## config.mk

```make
export PLATFORM = sky130hd
export DESIGN_NAME = gauss_conv_mac
export DESIGN_NICKNAME = d
export VERILOG_FILES = /design/src/rtl/gauss_conv_mac.sv
export SDC_FILE = /design/constraint.sdc
export NUM_CORES = 2
export LEC_CHECK = 0
export CORE_MARGIN = 2
export CORE_UTILIZATION = 30
export CTS_BUF_LIST = sky130_fd_sc_hd__clkbuf_8
export DETAILED_ROUTE_END_ITERATION = 7
export PLACE_DENSITY = 0.53
export SLEW_MARGIN = 15
export SYNTH_ARGS = -nofsm -noshare
export SYNTH_HDL_FRONTEND = slang
export SYNTH_SLANG_ARGS = --single-unit
export TNS_END_PERCENT = 5
```

## constraint.sdc

```tcl
create_clock -name clk -period 6.7 [get_ports clk]
set_clock_uncertainty 0.05 [all_clocks]
set_input_delay 1.675 -clock clk [delete_from_list [all_inputs] [get_ports clk]]
set_output_delay 1.675 -clock clk [all_outputs]
set_load 0.02 [all_outputs]
```

## src/rtl/gauss_conv_mac.sv

```systemverilog
// Sequential Gaussian blur MAC: one kernel tap per cycle, then a bit-serial
// restoring divide by the kernel weight sum, one saturated pixel per window.
//
// state | meaning
// ------+---------------------------------------------------------------
// IDLE  | waiting for a window; win_ready high
// MAC   | accumulating window[x][y]*kernel[x][y], one tap per cycle
// DIV   | restoring divide acc / kernel_sum, one quotient bit per cycle
// OUT   | pix_out presented, waiting for pix_ready
module gauss_conv_mac #(
    parameter int MAX_KERNEL = 7,
    parameter int ACC_W      = 24,
    localparam int KW        = $clog2(MAX_KERNEL)
) (
    input  logic                                         clk,
    input  logic                                         n_rst,
    input  logic                                         kernel_valid,
    input  logic [MAX_KERNEL-1:0][MAX_KERNEL-1:0][7:0]   kernel,
    input  logic [31:0]                                  kernel_sum,
    input  logic [KW-1:0]                                kernel_size,
    input  logic                                         win_valid,
    output logic                                         win_ready,
    input  logic [MAX_KERNEL-1:0][MAX_KERNEL-1:0][7:0]   window,
    output logic [7:0]                                   pix_out,
    output logic                                         pix_valid,
    input  logic                                         pix_ready,
    output logic                                         busy,
    output logic                                         err_div0
);
    localparam int CNT_W = $clog2(ACC_W);

    typedef enum logic [1:0] {S_IDLE, S_MAC, S_DIV, S_OUT} state_t;

    state_t                                   r_state;
    logic [MAX_KERNEL-1:0][MAX_KERNEL-1:0][7:0] r_sh_kern, r_kern, r_win;
    logic [31:0]                              r_sh_sum, r_sum;
    logic [KW-1:0]                            r_sh_k, r_k, r_x, r_y;
    logic [ACC_W-1:0]                         r_acc, r_rem;
    logic [CNT_W-1:0]                         r_cnt;
    logic [7:0]                               r_pix;
    logic                                     r_pix_valid, r_win_ready, r_busy, r_err;

    logic [KW-1:0]    w_k_m1;
    logic [15:0]      w_prod;
    logic [ACC_W:0]   w_rem_sh, w_div, w_rem_nx;
    logic             w_ge, w_div0, w_ovr;
    logic [ACC_W-1:0] w_quo_nx;
    logic [7:0]       w_pix_sat;

    assign w_k_m1 = r_k - KW'(1);
    assign w_prod = r_win[r_x][r_y] * r_kern[r_x][r_y];

    // The quotient shifts into the accumulator as the dividend shifts out of it.
    assign w_rem_sh  = {r_rem, r_acc[ACC_W-1]};
    assign w_div     = {1'b0, r_sum[ACC_W-1:0]};
    assign w_ge      = (w_rem_sh >= w_div);
    assign w_rem_nx  = w_ge ? (w_rem_sh - w_div) : w_rem_sh;
    assign w_quo_nx  = {r_acc[ACC_W-2:0], w_ge};
    assign w_div0    = (r_sum == 32'd0);
    assign w_ovr     = ((r_sum >> ACC_W) != 32'd0);
    assign w_pix_sat = (w_quo_nx > ACC_W'(255)) ? 8'd255 : w_quo_nx[7:0];

    always_ff @(posedge clk or negedge n_rst) begin
        if (!n_rst) begin
            r_state     <= S_IDLE;
            r_sh_kern   <= '0;
            r_kern      <= '0;
            r_win       <= '0;
            r_sh_sum    <= '0;
            r_sum       <= '0;
            r_sh_k      <= '0;
            r_k         <= '0;
            r_x         <= '0;
            r_y         <= '0;
            r_acc       <= '0;
            r_rem       <= '0;
            r_cnt       <= '0;
            r_pix       <= '0;
            r_pix_valid <= 1'b0;
            r_win_ready <= 1'b1;
            r_busy      <= 1'b0;
            r_err       <= 1'b0;
        end else begin
            // An accept on this edge reads the shadow before this update lands.
            if (kernel_valid) begin
                r_sh_kern <= kernel;
                r_sh_sum  <= kernel_sum;
                r_sh_k    <= kernel_size;
            end
            case (r_state)
                S_IDLE: begin
                    if (win_valid) begin
                        r_win       <= window;
                        r_kern      <= r_sh_kern;
                        r_sum       <= r_sh_sum;
                        r_k         <= r_sh_k;
                        r_acc       <= '0;
                        r_rem       <= '0;
                        r_x         <= '0;
                        r_y         <= '0;
                        r_cnt       <= CNT_W'(ACC_W - 1);
                        r_err       <= 1'b0;
                        r_win_ready <= 1'b0;
                        r_busy      <= 1'b1;
                        r_state     <= (r_sh_k == '0) ? S_DIV : S_MAC;
                    end
                end
                S_MAC: begin
                    r_acc <= r_acc + ACC_W'(w_prod);
                    if (r_x == w_k_m1) begin
                        r_x <= '0;
                        if (r_y == w_k_m1) r_state <= S_DIV;
                        else               r_y     <= r_y + KW'(1);
                    end else begin
                        r_x <= r_x + KW'(1);
                    end
                end
                S_DIV: begin
                    if (!w_div0 && !w_ovr) begin
                        r_acc <= w_quo_nx;
                        r_rem <= w_rem_nx[ACC_W-1:0];
                    end
                    if (r_cnt == '0) begin
                        r_state     <= S_OUT;
                        r_pix_valid <= 1'b1;
                        r_err       <= w_div0;
                        r_pix       <= (w_div0 || w_ovr) ? 8'd0 : w_pix_sat;
                    end else begin
                        r_cnt <= r_cnt - CNT_W'(1);
                    end
                end
                S_OUT: begin
                    if (pix_ready) begin
                        r_state     <= S_IDLE;
                        r_pix_valid <= 1'b0;
                        r_win_ready <= 1'b1;
                        r_busy      <= 1'b0;
                    end
                end
                default: r_state <= S_IDLE;
            endcase
        end
    end

    assign win_ready = r_win_ready;
    assign pix_out   = r_pix;
    assign pix_valid = r_pix_valid;
    assign busy      = r_busy;
    assign err_div0  = r_err;
endmodule

```

==> impl_metrics.yaml <==
clocking:
  clockRootBuffer: "clkbuf_8"
  ctsHtreeMaxLevel: 4
  cts_tree: "yes"
  clockBufferDepth: 3
  cts_num_sinks: 1319
  numCtsBuffers: 229
  clk_transition_reported_paths_ns: 0.06
  clkLatencyLatePin_ns: 0.99
logic_synthesis:
  async_flop_share_pct: 100
  synth_area_leaders: "dfrtp_1, nand2_1, mux2_2, mux4_2, mux2i_1"
  syn_nets: 6887
  syn-mean-instance-area_um2: 10.2
  synth-seq-cells: 1319
  syn_area_mm2: 0.0606
  synth_cells: 5937
  synth_top_cell_area_share_pct: 54.4
  ys.flop_type: "dfrtp_1"
  yosys_warnings: 0
  yosysSeqAreaShare_pct: 54.5
  ys_types: 72
  synth_top_area_cell: "dfrtp_1"
  synth_edf_count: 0
floorplan:
  initial_core_util_pct: 30.3
  dieArea_mm2: 0.206
  ios: 836
  row_count: 164
  die_y_um: 454
  fp.dieW_um: 454
  core_area_mm2: 0.200
place:
  placed_cells: 9290
  postPlaceCellArea_mm2: 0.0730
  gp_congestion: 0.897
  port_buffers: 835
  dpl.hpwl_um: 171000
sta:
  worst_pin_slew_ns: 1.10
  hold_viol: 0
  finalCritPeriodShare_pct: 103
  timing.fmax_ghz: 0.145
  timing.final.ws_setup_ns: -0.215
  maxSlewHeadroom_pct: 26.9
  finalCriticalPeriod_ns: 6.91
  final_max_slew_viol_count: 0
  rsz0062_at_grt: "true"
  finalSetupViolCount: 9
  tns_ns: -1.39
grt:
  antenna_found_initial: 51
  grt_overflow: 0
  grt_pass1_wl_um: 331000
  grtUsageTotal_pct: 22.0
  grt_max_degree: 219
  grt_pass1_vias: 48900
flow_run:
  cap_violations: 0
run_status:
  violations: "setup timing"
  status: "finished, violations left"
finish:
  final_cell_count_no_fill: 9763
  postLayoutCellArea_mm2: 0.0787
  drive_above_1_share_pct: 17.6
  nFillCells: 20000
  nets: 7840
  syn_to_final_growth_pct: 29.8
routing:
  num_vias: 46600
  wl_um: 230000
  highest_layer: "met4"
  vias_per_cell: 4.78
  wl_met3_um: 8560
  wl_per_cell_um: 23.5
  wl_met2_um: 121000
  post-route-drc-count: 0
  drt_first_iter_violations: 3188
  ant_nets: 0
  m1WireLength_um: 88000
  drt_first_pass_iters: 5
setup_path:
  cp_data_required_time_ns: 7.50
  worstPathMaxFanout: 6
  crit_type: "flop to flop"
  worstSetupStartpointType: "flop"
  end_kind: "flop"
  arrival_ns: 7.72
pwr:
  ir_worst_vdd_mv: 1.33
  power.static_leakage_nw: 36.7
  powerDensity_mw_per_mm2: 502
min_path:
  hp-class: "flop to flop"
[path summary, 6_finish.rpt]
path / start / end / slack, ns / cells after the start
worst max-delay path: r_x[0] / r_acc[20] / -0.21 / 26
worst min-delay path: r_sh_kern[47] / r_kern[47] / 0.36 / 2
worst max register to register: r_x[0] / r_acc[20] / -0.21 / 26
worst min register to register: r_sh_kern[47] / r_kern[47] / 0.36 / 2
max in group asynchronous: n_rst / r_sh_kern[75] / 4.30 / 2
min in group asynchronous: n_rst / r_win[67] / 0.68 / 1
[cell usage in the layout, fill, tap and decap left out, drive strengths merged, types with 25 or more instances in the layout]
cell type	count
o211ai	40
a21oi	37
xnor2	25
clkinv	37
dfrtp	1318
clkbuf	294
diode	36
nand2b	29
o21ai	218
fa	51
nand3	34
nor2	74
nand2	2613
mux2	441
ha	75
mux4	156
clkdlybuf4s50	833
mux2i	133
inv	212
buf	230
[registers in the layout, indices dropped and copies added, names as in the netlist]
register,flops
r_rem,24
r_win,392
r_sh_k,3
r_y,3
r_sh_kern,392
r_k,3
pix_valid,1
r_cnt,5
r_kern,392
busy,1
r_acc,24
r_x,3
err_div0,1
r_sum,32
r_state,2
r_sh_sum,32
win_ready,1
pix_out,8
[logic make-up (layout without fill, tap and decap cells)]
kind of cell / after synthesis / in the layout / share of synthesized area, %
simple gates: 2835 / 2835 / 18.1
flops: 1319 / 1319 / 54.5
mux: 730 / 730 / 16.2
buf+inv: 481 / 1615 / 3.33
compound gates: 410 / 410 / 4.18
fa+ha+maj: 126 / 126 / 3.23
xor+xnor: 36 / 36 / 0.520
other cells: 0 / 36 / 0
[cell usage after synthesis, drive strengths merged, types with 5 or more instances]
library cell,count
a211oi,5
a21o,21
a21oi,37
a22o,8
a22oi,10
a31o,5
a31oi,12
and2,7
and3,9
buf,79
clkbuf,264
dfrtp,1318
fa,51
ha,75
inv,138
mux2,441
mux2i,133
mux4,156
nand2,2613
nand2b,29
nand3,34
nor2,74
nor2b,15
nor3,12
nor4,13
o211ai,40
o21ai,218
o221ai,6
o22ai,11
o31ai,6
or2,9
or3,5
or4,5
xnor2,25
xor2,11
[where the power goes]
group          switching (mW)  internal [mW]  leakage [nW]
Clock                    3.60           4.20          2.78
Combinational            10.8           8.51          17.8
Sequential               1.76           10.6          16.1
[worst max-delay path: stages (launching register included)]
cell,delay (ns)
dfrtp_4,0.46
buf_12,0.16
buf_16,0.15
buf_12,0.13
mux4_2,0.60
mux4_2,0.50
mux2_4,0.29
o21ai_4,0.24
buf_6,0.14
nor2_2,0.03
fa_1,0.52
inv_2,0.05
fa_1,0.54
inv_2,0.04
fa_1,0.47
inv_1,0.05
fa_1,0.49
inv_2,0.05
ha_4,0.16
or3_4,0.33
or3_4,0.35
o221ai_4,0.18
o211ai_1,0.18
a31oi_1,0.22
buf_4,0.16
o31a_1,0.12
o211ai_1,0.09
[what timing repair did]
item,4_1_cts,5_1_grt
pin swaps,16,19
cloned,4,0
hold buffers,0,0
endpoints found under the setup margin,12,13
setup buffers,7,15
resized for setup,56,47
[layout make-up]
cell class / count / area [µm²] / area share [%]
clock buffers: 294 / 4050 / 5.14
inverters: 138 / 518 / 0.658
well taps: 2656 / 3320 / 4.22
clock inverters: 118 / 838 / 1.07
flip-flops and latches: 1319 / 33000 / 42.0
diodes: 36 / 90.1 / 0.114
multi-input cells: 4137 / 25900 / 32.9
repair buffers: 1065 / 10900 / 13.9
[per-layer routing]
metal  vias up  track usage (%)
met1     23500             25.4
li1      21500                -
met5         -                0
met3       405             3.09
met2      1224             39.2
met4         0             12.1
[through the flow]
stage	util, %	total power [mW]	setup slack, ns	hold WS (ns)
2_1_floorplan	-	22.6	0.237	0.385
3_3_place_gp	36.5	30.5	-0.552	0.393
3_5_place_dp	36.5	30.5	-0.562	0.399
4_1_cts	39.1	39.0	-0.242	0.363
5_1_grt	39.3	42.4	-0.398	0.377
6_report	39.3	39.5	-0.215	0.359
Power figures use the tool's default switching activity.
